===== src/rtl/tone_sequencer.sv =====
// tone_sequencer
//   Plays a latched Simon colour sequence as timed notes for the speaker
//   tone generator. Each entry sounds for NOTE_CYC cycles, followed by
//   GAP_CYC silent cycles. All outputs are registered.
//
// Ports
//   clk      system clock
//   reset_n  asynchronous active-low reset
//   start    one-cycle request to play seq/len (ignored while busy)
//   abort    return to idle and silence immediately (beats start)
//   seq      packed 2-bit colour codes, entry 0 in seq[1:0]
//   len      number of entries to play (clamped to MAX_LEN)
//   freq     tone frequency in Hz, 0 = silent
//   led      one-hot colour lamp, 0 when silent
//   idx      entry currently playing or gapping
//   busy     high while a sequence is playing
//   done     one-cycle pulse when a sequence completes normally
module tone_sequencer #(
  parameter int unsigned MAX_LEN  = 16,
  parameter int unsigned NOTE_CYC = 25_000_000,
  parameter int unsigned GAP_CYC  = 5_000_000,
  parameter int unsigned F_GREEN  = 415,
  parameter int unsigned F_RED    = 310,
  parameter int unsigned F_YELLOW = 252,
  parameter int unsigned F_BLUE   = 209,
  localparam int unsigned LEN_W   = $clog2(MAX_LEN + 1),
  localparam int unsigned IDX_W   = (MAX_LEN > 1) ? $clog2(MAX_LEN) : 1
) (
  input  logic                 clk,
  input  logic                 reset_n,
  input  logic                 start,
  input  logic                 abort,
  input  logic [2*MAX_LEN-1:0] seq,
  input  logic [LEN_W-1:0]     len,
  output logic [31:0]          freq,
  output logic [3:0]           led,
  output logic [IDX_W-1:0]     idx,
  output logic                 busy,
  output logic                 done
);

  typedef enum logic [1:0] {
    IDLE = 2'd0,
    NOTE = 2'd1,
    GAP  = 2'd2
  } state_t;

  state_t               state_q, state_d;
  logic [31:0]          timer_q, timer_d;
  logic [2*MAX_LEN-1:0] seq_q, seq_d;
  logic [LEN_W-1:0]     len_q, len_d;
  logic [IDX_W-1:0]     idx_q, idx_d;
  logic [31:0]          freq_q, freq_d;
  logic [3:0]           led_q, led_d;
  logic                 busy_q, busy_d;
  logic                 done_q, done_d;

  logic [IDX_W-1:0]     next_idx;
  logic [1:0]           next_code;
  logic                 last_entry;

  function automatic logic [31:0] code_freq(input logic [1:0] code);
    case (code)
      2'd0:    code_freq = 32'(F_GREEN);
      2'd1:    code_freq = 32'(F_RED);
      2'd2:    code_freq = 32'(F_YELLOW);
      default: code_freq = 32'(F_BLUE);
    endcase
  endfunction

  function automatic logic [3:0] code_led(input logic [1:0] code);
    code_led = 4'b0001 << code;
  endfunction

  assign next_idx   = IDX_W'(idx_q + IDX_W'(1));
  assign next_code  = seq_q[2*next_idx +: 2];
  assign last_entry = (LEN_W'(idx_q) == (len_q - LEN_W'(1)));

  always_comb begin
    state_d = state_q;
    timer_d = timer_q;
    seq_d   = seq_q;
    len_d   = len_q;
    idx_d   = idx_q;
    freq_d  = freq_q;
    led_d   = led_q;
    busy_d  = busy_q;
    done_d  = 1'b0;

    case (state_q)
      IDLE: begin
        if (start) begin
          if (len == '0) begin
            done_d = 1'b1;
          end else begin
            seq_d   = seq;
            len_d   = (len > LEN_W'(MAX_LEN)) ? LEN_W'(MAX_LEN) : len;
            state_d = NOTE;
            idx_d   = '0;
            busy_d  = 1'b1;
            freq_d  = code_freq(seq[1:0]);
            led_d   = code_led(seq[1:0]);
            timer_d = 32'(NOTE_CYC - 1);
          end
        end
      end
      NOTE: begin
        if (timer_q == '0) begin
          state_d = GAP;
          freq_d  = '0;
          led_d   = '0;
          timer_d = 32'(GAP_CYC - 1);
        end else begin
          timer_d = timer_q - 32'd1;
        end
      end
      GAP: begin
        if (timer_q == '0) begin
          if (last_entry) begin
            state_d = IDLE;
            busy_d  = 1'b0;
            done_d  = 1'b1;
          end else begin
            state_d = NOTE;
            idx_d   = next_idx;
            freq_d  = code_freq(next_code);
            led_d   = code_led(next_code);
            timer_d = 32'(NOTE_CYC - 1);
          end
        end else begin
          timer_d = timer_q - 32'd1;
        end
      end
      default: begin
        state_d = IDLE;
        busy_d  = 1'b0;
        freq_d  = '0;
        led_d   = '0;
      end
    endcase

    // Abort overrides whatever the state logic chose, including a start.
    if (abort) begin
      state_d = IDLE;
      timer_d = '0;
      idx_d   = '0;
      freq_d  = '0;
      led_d   = '0;
      busy_d  = 1'b0;
      done_d  = 1'b0;
    end
  end

  always_ff @(posedge clk or negedge reset_n) begin
    if (!reset_n) begin
      state_q <= IDLE;
      timer_q <= '0;
      seq_q   <= '0;
      len_q   <= '0;
      idx_q   <= '0;
      freq_q  <= '0;
      led_q   <= '0;
      busy_q  <= 1'b0;
      done_q  <= 1'b0;
    end else begin
      state_q <= state_d;
      timer_q <= timer_d;
      seq_q   <= seq_d;
      len_q   <= len_d;
      idx_q   <= idx_d;
      freq_q  <= freq_d;
      led_q   <= led_d;
      busy_q  <= busy_d;
      done_q  <= done_d;
    end
  end

  assign freq = freq_q;
  assign led  = led_q;
  assign idx  = idx_q;
  assign busy = busy_q;
  assign done = done_q;

endmodule


===== config.mk =====
export PLATFORM = sky130hd
export DESIGN_NAME = tone_sequencer
export DESIGN_NICKNAME = d
export VERILOG_FILES = /design/src/rtl/tone_sequencer.sv
export SDC_FILE = /design/constraint.sdc
export NUM_CORES = 1
export LEC_CHECK = 0
export ABC_AREA = 1
export CORE_MARGIN = 3
export CORE_UTILIZATION = 60
export DETAILED_ROUTE_END_ITERATION = 7
export PLACE_DENSITY = 0.87
export SYNTH_ARGS = -nofsm -noshare
export SYNTH_HDL_FRONTEND = slang
export SYNTH_SLANG_ARGS = --single-unit

===== constraint.sdc =====
create_clock -name clk -period 4.9 [get_ports clk]
set_input_delay 1.225 -clock clk [delete_from_list [all_inputs] [get_ports clk]]
set_output_delay 1.225 -clock clk [all_outputs]
set_load 0.005 [all_outputs]

==> results.json, run 1 <==
{
  "hold_path.class": "register to register",
  "critPathMaxStageDelay_ns": 0.66,
  "seq_area_frac_synth_pct": 38.6,
  "port-buffer-count": 59,
  "dpl_worst_slack_ns": 1.38,
  "dp_hpwl_mm": 9.98,
  "setup_violations": 0,
  "slew_viol_final": 0,
  "post-cts-setup-buffers": 0,
  "cts_root_buffer": "clkbuf_8",
  "drt_iter0_markers": 406,
  "viasPerCell": 5.37,
  "cp-startpoint": "idx[0]",
  "rsz0062_at_grt": "no",
  "drc": 0,
  "cpMaxStageDelayCell": "dfrtp_1",
  "fill_cells": 779,
  "finalWorstSetupSlack_ns": 1.53,
  "drive_above_1_share_pct": 8.96,
  "r2r-start": "idx[0]",
  "critPathMaxFanout": 23,
  "first_pass_iters": 5,
  "reg2reg_depth": 12,
  "critPathCaptureType": "register",
  "dieArea_um2": 10800,
  "synth_edf_count": 0,
  "ant_nets": 0,
  "crit_chain": "ha_1 -> clkinv_1 -> nor2_1 -> o21ai_0 -> nand3_1 -> nand3_1 -> nand2_1 -> inv_1 -> ha_1 -> or2_2 -> a22oi_1 -> o21ai_1",
  "nets": 902,
  "htreeDepth": 3,
  "drt-total-wl_mm": 13.4,
  "vias": 5246,
  "status": "complete, no violations",
  "ys_types": 41,
  "r2r_slack_ns": 1.53,
  "start_util_pct": 62.2,
  "cts_tree": "done",
  "min_path_cells": 2,
  "whs_ns": 0.485,
  "async_reset_ff_share_pct": 100,
  "period_needed_ns": 3.37,
  "die_h_um": 104,
  "maxCapViolCount": 0,
  "crit_cells": 12,
  "grtUsageTotal_pct": 25.7,
  "place_congestion": 0.961,
  "min_from": "led[0]",
  "final_core_util_pct": 70.3,
  "fp.dieW_um": 104,
  "yosysWarningCount": 0,
  "clock.fmax_mhz": 297,
  "relSlewSlack_pct": 29.4,
  "finalCritPeriodShare_pct": 68.8,
  "wl_per_cell_um": 13.7,
  "first_global_vias": 5136,
  "seq_area_um2": 2230,
  "ir_worst_vdd_mv": 0.216,
  "p_leak_nw": 3.28,
  "antenna_found_initial": 0,
  "powerDensity_nw_per_um2": 547,
  "startpoint_type": "register",
  "hold_buffers": 0,
  "tightestPinTransition_ns": 1.06,
  "grt_max_degree": 60,
  "antenna_cells": 0,
  "finClkSkew_ns": 0.0124,
  "critical_path.top_delay_family": "simple AND/OR/NAND/NOR gates",
  "postSynthCellCount": 792,
  "multi_input_area_um2": 3060,
  "rows": 35,
  "hold_viol": 0,
  "required_ns": 5.15,
  "path_buf_inv": 2,
  "clk_path_buf_depth": 2,
  "grt-ovfl-total": 0,
  "num_io_pins": 83,
  "cp_data_arrival_time_ns": 3.62,
  "coreArea_um2": 9280,
  "finalSetupTns_ns": 0,
  "ys_ff_latch": 89,
  "netlist_area_um2": 5770,
  "synth_flop_cell": "dfrtp_1",
  "place_area_um2": 6320,
  "syn_to_final_growth_pct": 13.1,
  "grt_pass1_wl_mm": 23.2,
  "clk_latency_ns": 0.37,
  "ctsResizeCount": 0,
  "crit_type": "register to register",
  "cts-buffers-inserted": 9,
  "clock_sinks": 89,
  "path_clk_slew_ns": 0.09,
  "design_area_um2": 6530,
  "post_synth.cell_area_avg_um2": 7.29
}
[synth_stat cells (12+ instances only)]
master   count  share of area (%)
o21ai_0     43                3.7
buf_4       27                3.5
xor2_1      14                2.1
dfrtp_1     89                 39
nand2_1    255                 17
nor2_1     107                7.0
a21oi_1     14                1.2
inv_1       61                4.0
nand3_1     47                4.1
o21ai_1     12                1.0
ha_1        18                3.9
[worst min-delay path: stages (launching register included)]
cell,delay [ns]
dfrtp_1,0.35
nand2_1,0.05
nand2_1,0.05
[stage by stage]
stage               instances  power (mW)
floorplan                 814        2.57
global placement          961        2.93
detailed placement        961        3.01
CTS                       977        3.56
global route              977        3.89
finish                    977        3.57
[flip-flops by register name, indices dropped and copies added (netlist names)]
signal,count
freq,8
state_q,2
led,4
busy,1
seq_q,32
idx,4
done,1
timer_q,32
len_q,5
[power breakdown]
group | switching, mW | internal [mW]
sequential | 0.203 | 1.00
combinational | 1.19 | 0.638
clock | 0.296 | 0.246
total | 1.69 | 1.89
[cell families after synthesis]
group           share of synthesized area [%]
simple gates                             35.9
buf+inv                                  9.76
compound gates                           9.19
flops                                    38.6
fa+ha+maj                                3.90
xor+xnor                                 2.58
other cells                            0.0650
[path summary, 6_finish.rpt]
path	to
min in group asynchronous	freq[0]
setup / recovery	freq[1]
max in group asynchronous	timer_q[14]
setup reg to reg	freq[1]
hold reg to reg	led[0]
hold / removal	led[0]
[cells in the final DEF, fill, tap and decap left out, types with 8 or more instances in the layout]
cell             netlist  layout
dfrtp_1               89      89
a21oi_1               14      14
nor2_1               107     107
xor2_1                14      14
clkdlybuf4s50_1        0      58
inv_1                 61      61
ha_1                  18      18
nand2_1              255     255
inv_2                  8       8
nor2_2                 9       9
clkbuf_8               0       9
conb_1                 1      23
o21ai_1               12      12
o22ai_1                8       8
nand3_1               47      47
nand2_2                9       9
o21ai_0               43      43
nor2_4                 9       9
[layout make-up]
class | instances | share of cell area (%)
clock buffers | 9 | 1.90
clock inverters | 7 | 1.30
inverters | 70 | 4.03
multi-input cells | 612 | 46.9
flip-flops and latches | 89 | 34.1
well taps | 129 | 2.47
repair buffers | 61 | 9.24
[layer usage]
metal / wire (µm) / vias to the layer above / share of wire (%) / global-route usage (%)
li1: - / 2558 / - / -
met3: 937 / 20 / 7.0 / 4.41
met2: 6270 / 211 / 47 / 42.9
met4: 258 / 0 / 1.9 / 8.26
met5: 0 / - / 0 / 0
met1: 5950 / 2457 / 44 / 34.4
Note: power is estimated with default switching activity, not from simulation.
==> run 2: changes to the inputs <==
--- a/config.mk
+++ b/config.mk
@@ -7,9 +7,9 @@
 export LEC_CHECK = 0
 export ABC_AREA = 1
 export CORE_MARGIN = 3
-export CORE_UTILIZATION = 60
+export CORE_UTILIZATION = 50
 export DETAILED_ROUTE_END_ITERATION = 7
-export PLACE_DENSITY = 0.87
+export PLACE_DENSITY = 0.77
 export SYNTH_ARGS = -nofsm -noshare
 export SYNTH_HDL_FRONTEND = slang
 export SYNTH_SLANG_ARGS = --single-unit
==> constraint.sdc (replaced) <==
create_clock -name clk -period 3 [get_ports clk]
set_input_delay 0.75 -clock clk [delete_from_list [all_inputs] [get_ports clk]]
set_output_delay 0.75 -clock clk [all_outputs]
set_load 0.005 [all_outputs]
==> run 2 against run 1 <==
Via count down 3.5%. Combinational power rose by 64%. Die area is 19% higher. Global-route usage fell by 4.4 points. Sequential cell count stayed put. Cell area grew 2.7%. Worst hold slack worse by 0.098 ns. Clock skew grew 0.0048 ns. First-iteration DRC count decreased by 4.2%. Utilization fell by 9.8 points.
==> results.json, run 2 (synthesis gave the netlist of run 1 again) <==
{
  "path_clk_slew_ns": 0.07,
  "switching_share_pct": 45.4,
  "coreArea_um2": 11100,
  "place_area_um2": 6430,
  "period_needed_ns": 2.65,
  "critPathMaxFanout": 9,
  "startpoint_type": "register",
  "dp_hpwl_mm": 9.84,
  "nets": 913,
  "path_buf_inv": 2,
  "clock.fmax_mhz": 378,
  "design_area_um2": 6710,
  "grtUsageMet3_pct": 3.45,
  "p_leak_nw": 3.37,
  "cts-buffers-inserted": 9,
  "crit_chain": "ha_1 -> clkinv_1 -> nor2_1 -> o21ai_0 -> nand3_1 -> nand3_1 -> nand2_1 -> inv_1 -> ha_1 -> or2_2 -> a22oi_1 -> o21ai_1",
  "viasPerCell": 5.07,
  "clk_latency_ns": 0.35,
  "busiest_layer": "met2",
  "crit_type": "register to register",
  "first_pass_iters": 5,
  "cp_data_arrival_time_ns": 2.87,
  "grt-ovfl-total": 0,
  "port-buffer-count": 59,
  "cts_tree": "done",
  "r2r-end": "freq[1]",
  "die_h_um": 113,
  "final_common_cell": "nand2_1",
  "drc": 0,
  "drt_iter0_markers": 389,
  "wl_per_cell_um": 13.3,
  "grt_max_degree": 44,
  "place_congestion": 0.920,
  "rsz0062_at_grt": "no",
  "finalSetupTns_ns": 0,
  "post-cts-setup-buffers": 0,
  "pwr-share-seq_pct": 32.6,
  "grt_pass1_wl_mm": 22.4,
  "num_io_pins": 83,
  "ir_worst_vdd_mv": 0.429,
  "critPathCaptureType": "register",
  "r2r_slack_ns": 0.35,
  "clk_path_buf_depth": 2,
  "p_switching_mw": 2.75,
  "drive_above_1_share_pct": 10.0,
  "layout_common_cells": "nand2_1 (255), nor2_1 (107), dfrtp_1 (89)",
  "slew_viol_final": 0,
  "vias": 5065,
  "ant_nets": 0,
  "cts_root_buffer": "clkbuf_16",
  "tightestPinTransition_ns": 0.569,
  "maxCapViolCount": 0,
  "intPower_mw": 3.30,
  "r2r-start": "idx[1]",
  "fp.dieW_um": 113,
  "required_ns": 3.22,
  "p_comb_share_pct": 49.6,
  "status": "complete, no violations",
  "antenna_found_initial": 0,
  "finalCritPeriodShare_pct": 88.2,
  "critical_path.top_delay_family": "simple AND/OR/NAND/NOR gates",
  "finClkSkew_ns": 0.0172,
  "relSlewSlack_pct": 62.1,
  "reg2reg_depth": 12,
  "grtUsageTotal_pct": 21.4,
  "hold_path.class": "input pin to asynchronous set/reset pin",
  "hold_buffers": 0,
  "hold_viol": 0,
  "ctsResizeCount": 0,
  "rows": 38,
  "clock_sinks": 89,
  "powerDensity_nw_per_um2": 903,
  "pwr-share-clk_pct": 17.7,
  "met2_usage_pct": 32.8,
  "critPathMaxStageDelay_ns": 0.43,
  "grtUsageMet1_pct": 31.2,
  "dieArea_um2": 12900,
  "first_global_vias": 4684,
  "syn_to_final_growth_pct": 16.2,
  "drt-total-wl_mm": 13.3,
  "start_util_pct": 52.1,
  "setup_violations": 0,
  "cpMaxStageDelayCell": "dfrtp_1",
  "antenna_cells": 0,
  "htreeDepth": 3
}
## run 2: cell types whose count changed in the layout (fill, tap and decap cells not counted), sizes merged
cell / before / now
buf: 3 / 14
clkinv: 1 / 3
bufinv: 1 / 0
clkbuf: 9 / 10
clkinvlp: 2 / 1
inv: 73 / 72
## run 2: through the flow
| stage | hold WS, ns | total power [mW] | std cells | utilization (%) | worst slack [ns] |
|---|---|---|---|---|---|
| 3_5_place_dp | 0.459 | 4.97 | 983 | 58.0 | 0.174 |
| 2_1_floorplan | 0.444 | 4.20 | 814 | - | 0.597 |
| 3_3_place_gp | 0.457 | 4.90 | 983 | 58.0 | 0.242 |
| 5_1_grt | 0.435 | 6.59 | 999 | 60.5 | 0.168 |
| 6_report | 0.386 | 6.05 | 999 | 60.5 | 0.353 |
| 4_1_cts | 0.406 | 6.06 | 999 | 60.5 | 0.357 |
## run 2: routing by layer
layer	vias to the layer above	routed length, µm
li1	2580	-
met5	-	0
met3	16	816
met2	162	5800
met1	2307	6510
met4	0	191
## run 2: how the worst max path moves through the flow
stage | start | end | cells after the start
2_1_floorplan | idx[0] | freq[1] | 13
3_3_place_gp | abort | timer_q[3] | 9
3_5_place_dp | abort | timer_q[18] | 9
4_1_cts | idx[1] | freq[1] | 12
5_1_grt | idx[1] | freq[1] | 12
6_report | idx[1] | freq[1] | 12
## run 2: layout make-up
class                      instances  area [µm²]
clock buffer                      10         229
multi-input combinational        612        3060
timing repair buffer              72         698
tap                              140         175
fill                            1040        4370
inverter                          70         263
clock inverter                     6        50.0
sequential                        89        2230
## run 2: power groups by stage
stage               Combinational (mW)  Sequential, mW  Clock (mW)
finish                            3.00            1.98        1.07
global route                      3.42            2.04        1.14
CTS                               3.01            1.97        1.09
detailed placement                2.99            1.98           0
global placement                  2.93            1.97           0
floorplan                         2.29            1.90           0
==> run 3: changes to the inputs <==
--- a/config.mk
+++ b/config.mk
@@ -7,9 +7,10 @@
 export LEC_CHECK = 0
 export ABC_AREA = 1
 export CORE_MARGIN = 3
-export CORE_UTILIZATION = 50
+export CORE_UTILIZATION = 60
 export DETAILED_ROUTE_END_ITERATION = 7
-export PLACE_DENSITY = 0.77
+export PLACE_DENSITY = 0.87
+export SLEW_MARGIN = 20
 export SYNTH_ARGS = -nofsm -noshare
 export SYNTH_HDL_FRONTEND = slang
 export SYNTH_SLANG_ARGS = --single-unit
==> constraint.sdc (replaced) <==
create_clock -name clk -period 3.2 [get_ports clk]
set_input_delay 0.8 -clock clk [delete_from_list [all_inputs] [get_ports clk]]
set_output_delay 0.8 -clock clk [all_outputs]
set_load 0.005 [all_outputs]
==> run 3 against run 2 <==
Worst hold slack better by 0.074 ns. Highest routed layer unchanged. Sequential cell count did not move. Sequential share of layout area rose by 0.68 points. Final cell count shrank 1.7%. Clock power shrank 27%. Register-to-register slack better by 0.03 ns. Worst setup slack improved by 0.033 ns.
==> results.json, run 3 (synthesis gave the netlist of run 1 again) <==
{
  "intPower_mw": 2.84,
  "clock.fmax_mhz": 355,
  "path_buf_inv": 2,
  "rsz0062_at_grt": "no",
  "grt_max_degree": 56,
  "die_h_um": 104,
  "tightestPinTransition_ns": 0.696,
  "pwr-share-seq_pct": 34.0,
  "fp.dieW_um": 104,
  "vias": 5311,
  "pwr-share-clk_pct": 14.2,
  "start_util_pct": 62.2,
  "crit_cells": 12,
  "startpoint_type": "register",
  "dieArea_um2": 10800,
  "drt-total-wl_mm": 13.5,
  "grt-ovfl-total": 0,
  "finalSetupTns_ns": 0,
  "cpMaxStageDelayCell": "ha_2",
  "final_common_cell": "nand2_1",
  "maxCapViolCount": 0,
  "drc": 0,
  "place_area_um2": 6370,
  "finalCritPeriodShare_pct": 88.0,
  "antenna_found_initial": 0,
  "clk_path_buf_depth": 2,
  "p_comb_share_pct": 51.8,
  "ant_nets": 0,
  "setup_violations": 0,
  "crit_type": "register to register",
  "p_leak_nw": 3.30,
  "path_clk_slew_ns": 0.10,
  "reg2reg_depth": 12,
  "grtUsageTotal_pct": 25.8,
  "crit_chain": "ha_2 -> clkinvlp_4 -> nor2_1 -> o21ai_0 -> nand3_1 -> nand3_1 -> nand2_1 -> inv_1 -> ha_1 -> or2_2 -> a22oi_1 -> o21ai_1",
  "crit_top_cell": "nand3_1",
  "clock_sinks": 89,
  "coreArea_um2": 9280,
  "critPathMaxFanout": 9,
  "critPathMaxStageDelay_ns": 0.50,
  "place_congestion": 0.936,
  "r2r-start": "idx[1]",
  "status": "complete, no violations",
  "htreeDepth": 3,
  "wl_per_cell_um": 13.8,
  "viasPerCell": 5.41,
  "post-cts-setup-buffers": 0,
  "grt_pass1_wl_mm": 23.1,
  "hold_path.class": "input pin to asynchronous set/reset pin",
  "cts_tree": "done",
  "antenna_cells": 0,
  "finClkSkew_ns": 0.0118,
  "layout_common_cells": "nand2_1 (255), nor2_1 (107), dfrtp_1 (89)",
  "num_io_pins": 83,
  "syn_to_final_growth_pct": 13.9,
  "first_global_vias": 4901,
  "dp_hpwl_mm": 10.2,
  "period_needed_ns": 2.81,
  "hold_viol": 0,
  "slew_viol_final": 0,
  "port-buffer-count": 59,
  "cts-buffers-inserted": 9,
  "critPathCaptureType": "register",
  "drive_above_1_share_pct": 9.73,
  "r2r-end": "freq[1]",
  "cts_root_buffer": "clkbuf_8",
  "clk_latency_ns": 0.37,
  "design_area_um2": 6570,
  "switching_share_pct": 47.9,
  "nets": 907,
  "p_switching_mw": 2.61,
  "r2r_slack_ns": 0.39,
  "cp-startpoint": "idx[1]",
  "critical_path.top_delay_family": "simple AND/OR/NAND/NOR gates",
  "crit_path_end": "freq[1]",
  "drt_iter0_markers": 492,
  "ir_worst_vdd_mv": 0.332,
  "powerDensity_nw_per_um2": 829,
  "first_pass_iters": 6,
  "rows": 35,
  "required_ns": 3.47,
  "cp_data_arrival_time_ns": 3.08,
  "relSlewSlack_pct": 53.6
}
==> run 3: layout make-up <==
type,count,area (µm²)
clock buffers,9,124
clock inverters,7,72.6
fillers,774,2710
inverters,70,267
multi-input cells,612,3070
flip-flops and latches,89,2230
well taps,129,161
repair buffers,66,653
==> run 3: worst min path at each step <==
| stage | endpoint | slack [ns] | cells past startpoint |
|---|---|---|---|
| 4_1_cts | freq[0] | 0.48 | 1 |
| 6_report | freq[0] | 0.46 | 1 |
| 2_1_floorplan | seq_q[12] | 0.44 | 2 |
| 5_1_grt | freq[0] | 0.52 | 1 |
| 3_5_place_dp | seq_q[5] | 0.46 | 2 |
| 3_3_place_gp | freq[4] | 0.46 | 2 |
==> run 3: repair_timing <==
| item | 4_1_cts | 5_1_grt |
|---|---|---|
| setup endpoints to repair | 0 | 1 |
| resized for setup | 0 | 2 |
| hold buffers | 0 | 0 |
==> run 3: stage by stage <==
stage,utilization (%),setup slack [ns],hold slack (ns),instances,total power [mW]
detailed placement,68.6,0.305,0.461,966,4.63
floorplan,-,0.797,0.444,814,3.93
finish,70.8,0.385,0.460,982,5.45
global route,70.8,0.138,0.515,982,5.93
CTS,70.7,0.282,0.484,982,5.42
global placement,68.6,0.405,0.457,966,4.52
==> run 3: per-layer routing <==
metal | GRT usage [%] | part of all wire (%) | up-vias
met5 | 0 | 0 | -
met3 | 3.91 | 8.2 | 17
met2 | 41.6 | 47 | 249
met1 | 36.5 | 44 | 2474
li1 | - | - | 2571
met4 | 7.22 | 1.3 | 0
==> run 3: power groups by stage <==
stage | Combinational, mW | Sequential, mW | Clock, mW
after global routing | 3.19 | 1.90 | 0.834
after detailed placement | 2.77 | 1.86 | 0
after floorplan | 2.15 | 1.78 | 0
after CTS | 2.79 | 1.84 | 0.784
after global placement | 2.67 | 1.85 | 0
final | 2.82 | 1.85 | 0.776
